**config.mk**
```make
export PLATFORM = sky130hd
export DESIGN_NAME = pwm_fader
export DESIGN_NICKNAME = d
export VERILOG_FILES = /design/src/rtl/pwm_fader_pkg.sv /design/src/rtl/pwm_fader_channel.sv /design/src/rtl/pwm_fader.sv
export SDC_FILE = /design/constraint.sdc
export NUM_CORES = 1
export LEC_CHECK = 0
export ABC_AREA = 1
export BUFFER_PORTS_ARGS = -buffer_cell sky130_fd_sc_hd__buf_2
export CAP_MARGIN = 30
export CELL_PAD_IN_SITES_DETAIL_PLACEMENT = 1
export CELL_PAD_IN_SITES_GLOBAL_PLACEMENT = 1
export CORE_AREA = 3 3 119 121
export CTS_BUF_LIST = sky130_fd_sc_hd__clkbuf_2 sky130_fd_sc_hd__clkbuf_4 sky130_fd_sc_hd__clkbuf_8
export CTS_CLUSTER_SIZE = 28
export DETAILED_ROUTE_END_ITERATION = 16
export DIE_AREA = 0 0 122 124
export PLACE_DENSITY = 0.86
export SLEW_MARGIN = 5
export SYNTH_ARGS = -nofsm -noshare
export SYNTH_HDL_FRONTEND = slang
export SYNTH_HIERARCHICAL = 1
export SYNTH_SLANG_ARGS = --single-unit
```
**constraint.sdc**
```tcl
create_clock -name clk -period 3.4 [get_ports clk]
set_input_delay 0 -clock clk [delete_from_list [all_inputs] [get_ports clk]]
set_output_delay 0 -clock clk [all_outputs]
set_load 0.1 [all_outputs]
```
**src/rtl/pwm_fader_pkg.sv**
```systemverilog
// Shared types and helpers for the multi-channel PWM fader.
// Channel-index width and per-channel stagger offset live here.
package pwm_fader_pkg;

  typedef enum logic {ModeJump, ModeFade} mode_e;

  function automatic int unsigned idx_width(input int unsigned n);
    return (n > 1) ? $clog2(n) : 1;
  endfunction

  // Phase offset of channel idx when turn-on edges are spread over the period.
  function automatic int unsigned stagger_offset(input int unsigned idx,
                                                 input int unsigned ch,
                                                 input int unsigned w);
    return idx * ((32'd1 << w) / ch);
  endfunction

endpackage

```
**src/rtl/pwm_fader_channel.sv**
```systemverilog
// One PWM channel: target/active duty, jump or ramp update at period edges,
// comparator and registered pwm/busy outputs.
module pwm_fader_channel
  import pwm_fader_pkg::*;
#(
  parameter int unsigned W = 8
) (
  input  logic         clk,
  input  logic         reset,
  input  logic         boundary,
  input  logic         step,
  input  logic [W-1:0] cmp,
  input  logic         wr,
  input  logic [W-1:0] wr_duty,
  input  logic         wr_fade,
  output logic         pwm,
  output logic         busy
);

  logic [W-1:0] target_q;
  logic [W-1:0] active_q, active_d;
  mode_e        mode_q;
  logic         pwm_q, busy_q;

  // All decisions use pre-edge target/mode, so a coinciding write acts next time.
  always_comb begin
    active_d = active_q;
    case (mode_q)
      ModeJump: begin
        if (boundary) active_d = target_q;
      end
      ModeFade: begin
        if (step) begin
          if (active_q < target_q)      active_d = active_q + W'(1);
          else if (active_q > target_q) active_d = active_q - W'(1);
        end
      end
      default: active_d = active_q;
    endcase
  end

  always_ff @(posedge clk) begin
    if (!reset) begin
      target_q <= '0;
      active_q <= '0;
      mode_q   <= ModeJump;
      pwm_q    <= 1'b0;
      busy_q   <= 1'b0;
    end else begin
      if (wr) begin
        target_q <= wr_duty;
        mode_q   <= mode_e'(wr_fade);
      end
      active_q <= active_d;
      pwm_q    <= (cmp < active_q);
      busy_q   <= (active_q != target_q);
    end
  end

  assign pwm  = pwm_q;
  assign busy = busy_q;

endmodule

```
**src/rtl/pwm_fader.sv**
```systemverilog
// Multi-channel PWM LED dimmer with shared prescaled period counter and per-channel fade.
// Define PWM_FADER_STAGGER_EN to spread channel turn-on edges across the period.
module pwm_fader
  import pwm_fader_pkg::*;
#(
  parameter int unsigned CH       = 4,
  parameter int unsigned W        = 8,
  parameter int unsigned PRESCALE = 1,
  parameter int unsigned FADE_DIV = 4
) (
  input  logic                     clk,
  input  logic                     reset,
  input  logic                     wr_en,
  input  logic [idx_width(CH)-1:0] wr_ch,
  input  logic [W-1:0]             wr_duty,
  input  logic                     wr_fade,
  output logic [CH-1:0]            pwm_out,
  output logic [CH-1:0]            busy,
  output logic                     period_start
);

  localparam int unsigned CW = idx_width(CH);
  localparam int unsigned PW = idx_width(PRESCALE);
  localparam int unsigned FW = idx_width(FADE_DIV);

  logic [PW-1:0] presc_q;
  logic [W-1:0]  cnt_q;
  logic [FW-1:0] fade_q;
  logic          period_start_q;
  logic          tick, boundary, step, wr_valid;

  assign tick     = (presc_q == PW'(PRESCALE - 1));
  assign boundary = tick & (cnt_q == '1);
  assign step     = boundary & (fade_q == FW'(FADE_DIV - 1));
  assign wr_valid = wr_en & (32'(wr_ch) < CH);

  always_ff @(posedge clk) begin
    if (!reset) begin
      presc_q        <= '0;
      cnt_q          <= '0;
      fade_q         <= '0;
      period_start_q <= 1'b0;
    end else begin
      presc_q        <= tick ? '0 : presc_q + PW'(1);
      if (tick) cnt_q <= cnt_q + W'(1);
      if (boundary) fade_q <= step ? '0 : fade_q + FW'(1);
      period_start_q <= boundary;
    end
  end

  assign period_start = period_start_q;

  for (genvar i = 0; i < CH; i++) begin : g_ch
    logic [W-1:0] cmp;
    logic         wr_sel;

`ifdef PWM_FADER_STAGGER_EN
    assign cmp = cnt_q + W'(stagger_offset(i, CH, W));
`else
    assign cmp = cnt_q;
`endif
    assign wr_sel = wr_valid & (wr_ch == CW'(i));

    pwm_fader_channel #(
      .W(W)
    ) u_ch (
      .clk      (clk),
      .reset    (reset),
      .boundary (boundary),
      .step     (step),
      .cmp      (cmp),
      .wr       (wr_sel),
      .wr_duty  (wr_duty),
      .wr_fade  (wr_fade),
      .pwm      (pwm_out[i]),
      .busy     (busy[i])
    );
  end

endmodule

```
==> results of run 1 <==
## cell families (layout without fill, tap and decap cells)
logic type               count (synthesis)  count (layout)
buffers and inverters                  148             179
XOR/XNOR                                 6               6
AND/OR/NAND/NOR                        324             324
adder cells (fa/ha/maj)                 94              94
other                                    1               1
flip-flops                              88              88
AO/OA/AOI/OAI                          223             223
## worst max-delay path by stage
stage                                   startpoint                        to  cells past startpoint
after floorplan           g_ch[1].u_ch/target_q[7]  g_ch[1].u_ch/active_q[5]                     15
after global placement    g_ch[0].u_ch/active_q[5]  g_ch[0].u_ch/active_q[5]                     15
after detailed placement  g_ch[0].u_ch/target_q[7]  g_ch[0].u_ch/active_q[5]                     15
after CTS                 g_ch[0].u_ch/active_q[5]  g_ch[0].u_ch/active_q[5]                     15
after global routing      g_ch[0].u_ch/active_q[5]  g_ch[0].u_ch/active_q[5]                     15
final                     g_ch[0].u_ch/active_q[5]  g_ch[0].u_ch/active_q[5]                     15
## area by class of cell
type	instances	share of cell area (%)
Tap cell	176	3.20
Sequential cell	88	25.6
Inverter	136	7.42
Timing Repair Buffer	27	2.29
Multi-Input combinational cell	648	58.1
Clock inverter	5	1.15
Clock buffer	11	2.20
## metrics by stage
step                      instances  setup WS [ps]  power, uW  util, %
after floorplan                 884            991       1550        -
after global placement         1071            820       1670     50.1
after detailed placement       1071            725       1690     50.1
after CTS                      1091            647       2550     52.2
after global routing           1091            367       2660     52.2
final                          1091            662       2530     52.2
## placed cells by master, fill, tap and decap left out, drive strengths merged, types with 11 or more instances in the layout
| master | instances |
|---|---|
| buf | 23 |
| clkbuf | 11 |
| nand3 | 50 |
| nand2 | 186 |
| o21ai | 83 |
| ha | 90 |
| dfxtp | 88 |
| nor2 | 63 |
| inv | 136 |
| a21oi | 100 |
## report_power, final
group          switching, uW  total, uW  internal (uW)  leakage [uW]
combinational            400        574            174       0.00244
clock                    410        863            453      0.000119
sequential              29.6       1090           1060      0.000716
total                    839       2530           1690       0.00327
## per-layer routing
metal	wire [um]	vias up	global-route usage (%)
li1	-	2991	-
met1	8460	2796	32.2
met2	8510	58	42.5
met3	476	21	3.18
met4	253	0	6.30
met5	0	-	0
## timing repair
item                      4_1_cts  5_1_grt
gates resized for setup         0        0
hold buffers                    4        0
hold endpoints to repair        6        0
## state kept, by name, indices dropped and copies added (netlist names)
signal	count
cnt_q	8
fade_q	2
g_ch.u_ch/active_q	32
g_ch.u_ch/busy	4
g_ch.u_ch/mode_q	4
g_ch.u_ch/pwm	4
g_ch.u_ch/target_q	32
period_start	1
presc_q	1
## worst max-delay path, delay by kind of cell, from the launching register on
kind / cells / cell delay [ps]
compound gates: 4 / 470
simple gates: 9 / 1010
flops: 1 / 460
fa+ha+maj: 2 / 660
==> results.py, run 1 <==
metrics = {
    "route": {
        "first_pass_iters": 6,
        "drtIter0Drc": 235,
        "viasPerCell": 5.38,
        "vias": 5866,
        "wirelength_um": 17700,
        "wl_per_cell_um": 16.2,
        "postRouteAntennaNets": 0,
        "drc_errors": 0,
    },
    "placement": {
        "dp_hpwl_um": 13300,
        "place.gp.congestion": 0.831,
        "port_buffers": 22,
        "place_area_um2": 6610,
    },
    "layout": {
        "final_nets": 1018,
        "syn2layout_area_growth_pct": 8.91,
        "num-fill-cells": 1765,
        "final-seq-area_um2": 1760,
        "fin_area_um2": 6880,
        "drive_gt1_share_pct": 9.95,
        "antennaDiodeCount": 0,
        "multi_input_area_um2": 4000,
    },
    "clocking": {
        "root_buffer": "clkbuf_8",
        "cts_sinks": 88,
        "clk_latency_ps": 380,
        "cts_tree": "yes",
        "clk_pin_slew_ps": 90,
        "clockBufferDepth": 2,
        "htreeDepth": 3,
        "cts_setup_buffers": 0,
        "cts_made_buffers": 9,
    },
    "logic_synthesis": {
        "synth_fp_nets": 992,
        "ys_top_cells_by_count": "nand2_1, inv_1, a21oi_1",
        "syn_area_per_cell_um2": 7.15,
        "synth_xor_area_share_pct": 0.832,
        "muxShareOfSynthArea_pct": 0,
        "yosysTopAreaCell": "dfxtp_1",
        "synth-seq-cells": 88,
        "synth_top_area_share_pct": 27.9,
        "yosys_warnings": 6,
        "seq_area_frac_synth_pct": 27.9,
        "synthCells": 884,
        "mappedNetlistArea_um2": 6320,
        "yosysMostFrequentCell": "nand2_1",
        "yosys.area_share.adder_pct": 19.1,
        "synthDistinctLibCells": 35,
        "synth_compound_area_share_pct": 19.7,
        "yosys-top-cells-area": "dfxtp_1, ha_1, nand2_1",
        "synth_top_family_by_area": "simple AND/OR/NAND/NOR gates",
        "synth_edf_count": 0,
        "async_reset_ff_share_pct": 0,
        "synth-simple-area-share_pct": 23.6,
        "ys.flop_type": "dfxtp_1",
    },
    "worst_setup_path": {
        "cp_slowest_stage_delay_ps": 460,
        "arrival_ps": 3000,
        "worst_r2r_startpoint": "g_ch[0].u_ch/active_q[5]",
        "start_kind": "flop",
        "ff2ff_path_depth": 15,
        "reg2reg_to": "g_ch[0].u_ch/active_q[5]",
        "critPathCaptureType": "flop",
        "rrSetupSlack_ps": 660,
        "cp_common_cell": "nand2_1",
        "cp.required_ps": 3670,
        "cp_slowest_cell": "dfxtp_1",
        "crit_path_cell_trace": "ha_1, a21oi_1, nor2_1, nor2_2, nand2_4, ha_1, a21oi_1, nand2_1, nand2_1, nand2_1, or2_1, nand3_1, o21ai_0, nand2_1, a21oi_1",
        "crit_type": "flop to flop",
        "worst-path-max-fanout": 11,
    },
    "sta": {
        "skew_ps": 13.3,
        "setup_violations": 0,
        "max_slew_margin_pct": 50.3,
        "hold_viol": 0,
        "period_share_pct": 80.5,
        "max_freq_mhz": 365,
        "rsz0062_at_grt": "no",
        "period_minus_slack_ps": 2740,
        "slew_violations": 0,
        "holdWs_ps": 24.9,
        "setup_tns_ps": 0,
        "worstMarginPinSlew_ps": 746,
    },
    "global_route": {
        "grt.total_usage_pct": 24.5,
        "grt_max_degree": 46,
        "grt_pass1_vias": 5922,
        "grt_antenna_before_repair": 0,
        "grt_pass1_wl_um": 29300,
        "grt_overflow": 0,
    },
    "die": {
        "core_um2": 13200,
        "io_pins": 23,
        "rows": 42,
        "initial_core_util_pct": 47.9,
        "die_area_um2": 15100,
        "die_w_um": 122,
        "die_y_um": 124,
    },
    "run_status": {
        "outcome": "complete, no violations",
    },
    "hold_path": {
        "min_from": "wr_fade",
        "min_path_cells": 3,
        "min_to": "g_ch[0].u_ch/mode_q",
        "min_path_type": "input pin to flop",
    },
    "power_and_ir_drop": {
        "power_density_nw_per_um2": 368,
        "power_leakage_uw": 0.00327,
        "irDropWorstVdd_uv": 162,
    },
    "flow_run": {
        "max_cap_violations": 0,
    },
}
(Power assumes the default switching activity.)
==> run 2, diff against run 1 <==
Settings changed: CORE_AREA 3 3 119 121 to 3 3 126 128, DIE_AREA 0 0 122 124 to 0 0 129 131, PLACE_DENSITY 0.86 to 0.81.
Clock period 3.4 ns to 2.19 ns, I/O delays scaled along.
==> run 2 against run 1 <==
Largest cell class unchanged. Clock skew increased by 3.8 ps. Global-route usage is 7.0 points higher. The run now ends with setup timing left. Critical endpoint is now g_ch[1].u_ch/active_q[5]. Largest power group is now combinational logic. Power is 90% higher.
==> results.py, run 2 (synthesized netlist as in run 1, its figures left out) <==
metrics = {
    "power_and_ir_drop": {
        "p_int_uw": 2910,
        "clkPwrFrac_pct": 24.8,
        "power_leakage_uw": 0.00445,
        "power_frac_comb_pct": 40.1,
        "total_power_uw": 4820,
        "irDropWorstVdd_uv": 476,
        "p_seq_share_pct": 35.1,
        "switching_power_uw": 1900,
        "power_density_nw_per_um2": 486,
        "swShare_pct": 39.5,
    },
    "run_status": {
        "outcome": "finished with violations",
        "violations": "setup timing",
    },
    "die": {
        "initial_core_util_pct": 42.2,
        "rows": 45,
        "die_w_um": 129,
        "io_pins": 23,
        "die_area_um2": 16900,
        "core_um2": 15000,
        "die_y_um": 131,
    },
    "clocking": {
        "cts_made_buffers": 9,
        "clk_pin_slew_ps": 100,
        "cts_tree": "yes",
        "clk_latency_ps": 400,
        "htreeDepth": 3,
        "clockBufferDepth": 2,
        "root_buffer": "clkbuf_8",
        "cts_sinks": 88,
    },
    "route": {
        "wirelength_um": 35600,
        "wl_per_cell_um": 27.4,
        "drc_errors": 0,
        "vias": 8088,
        "first_pass_iters": 5,
        "drtIter0Drc": 645,
        "viasPerCell": 6.23,
        "postRouteAntennaNets": 0,
    },
    "placement": {
        "place.gp.congestion": 0.850,
        "pre_cts_ws_ps": -244,
        "place_area_um2": 7920,
        "port_buffers": 22,
        "dp_hpwl_um": 15800,
    },
    "layout": {
        "utilization_pct": 66.1,
        "fin_area_um2": 9900,
        "largestRegisters": "g_ch.u_ch/active_q (32), g_ch.u_ch/target_q (32), cnt_q (8)",
        "drive_gt1_share_pct": 46.4,
        "final_nets": 1213,
        "final_common_cell": "buf_4",
        "syn2layout_area_growth_pct": 56.7,
        "layout_common_cells": "buf_4, nand2_1, inv_1",
    },
    "sta": {
        "skew_ps": 17.1,
        "setup_slack_ps": -445,
        "period_share_pct": 120,
        "worstMarginPinSlew_ps": 695,
        "period_minus_slack_ps": 2630,
        "max_freq_mhz": 380,
        "setup_violations": 32,
        "hold_viol": 0,
        "max_slew_margin_pct": 53.3,
        "slew_violations": 0,
        "holdWs_ps": 24.3,
        "rsz0062_at_grt": "yes",
    },
    "worst_setup_path": {
        "worst-path-max-fanout": 5,
        "cp_top_family": "simple AND/OR/NAND/NOR gates",
        "cp_common_cell": "nand2_2",
        "arrival_ps": 2930,
        "cp_slowest_cell": "dfxtp_2",
        "cp_num_buf_inv": 1,
        "crit_path_cell_trace": "inv_2, ha_4, nand2_2, nor2_4, nor2_4, nand2_8, ha_4, a21oi_4, nand2_4, nand2_2, nand2_2, or2_1, nand3_2, o21ai_1, nand2_1, a21oi_2",
        "critPathCaptureType": "flop",
        "cp_slowest_stage_delay_ps": 390,
        "crit_type": "flop to flop",
        "cp.required_ps": 2480,
        "start_kind": "flop",
    },
    "flow_run": {
        "max_cap_violations": 0,
    },
    "global_route": {
        "grt_pass1_wl_um": 41100,
        "grt_pass1_vias": 7929,
        "grt_antenna_before_repair": 0,
        "grt_overflow": 0,
        "grt_max_degree": 36,
        "grt.total_usage_pct": 31.5,
    },
    "hold_path": {
        "min_path_type": "input pin to flop",
    },
}
[run 2: cell types whose count changed in the layout (fill, tap and decap cells not counted), sizes merged]
cell / previous run / this run
buf: 23 / 212
clkinvlp: 0 / 4
nand2: 186 / 190
clkinv: 3 / 0
bufinv: 2 / 0
clkbuf: 11 / 13
a21boi: 4 / 5
diode: 0 / 1
[run 2: final timing paths]
check	start	end	slack (ps)	depth (start not counted)
setup / recovery	g_ch[1].u_ch/target_q[6]	g_ch[1].u_ch/active_q[5]	-440	16
hold / removal	wr_duty[3]	g_ch[3].u_ch/target_q[3]	20	3
setup reg to reg	g_ch[1].u_ch/target_q[6]	g_ch[1].u_ch/active_q[5]	-440	16
hold reg to reg	g_ch[2].u_ch/active_q[0]	g_ch[2].u_ch/active_q[0]	500	2
[run 2: metal layers]
| metal | vias to the layer above | wire length [um] | global-route usage (%) |
|---|---|---|---|
| li1 | 3386 | - | - |
| met1 | 3905 | 12600 | 33.9 |
| met2 | 540 | 17600 | 59.8 |
| met3 | 257 | 2470 | 5.20 |
| met4 | 0 | 2990 | 14.5 |
| met5 | - | 0 | 0 |
[run 2: tightest hold or removal path: stages]
cell	delay, ps
buf_2	170
o21ai_0	170
a21oi_1	40
[run 2: repair_timing]
item | 4_1_cts | 5_1_grt
pin swaps | 79 | 106
buffers inserted | 32 | 28
hold buffers | 4 | 0
setup endpoints to repair | 23 | 32
gates resized for setup | 121 | 162
endpoints found under the hold margin | 8 | 0
gates cloned | 4 | 2
[run 2: final cells by class]
type / instances / area, um^2
multi-input combinational: 653 / 5410
fill: 1739 / 5070
sequential: 88 / 1820
timing repair buffer: 217 / 1740
inverter: 136 / 510
tap: 188 / 235
clock buffer: 12 / 153
clock inverter: 4 / 30.0
antenna: 1 / 2.50
[run 2: power by group through the flow]
stage	logic, uW	clock network, uW	registers, uW
after floorplan	639	0	1820
after global placement	1140	0	1710
after detailed placement	1190	0	1710
after CTS	1450	1150	1680
after global routing	2020	1230	1690
final	1930	1200	1690
[run 2: stage by stage]
stage	instances	TNS (ps)
after floorplan	884	0
after global placement	1218	-1530
after detailed placement	1218	-3300
after CTS	1272	-1460
after global routing	1298	-10620
final	1299	-8100
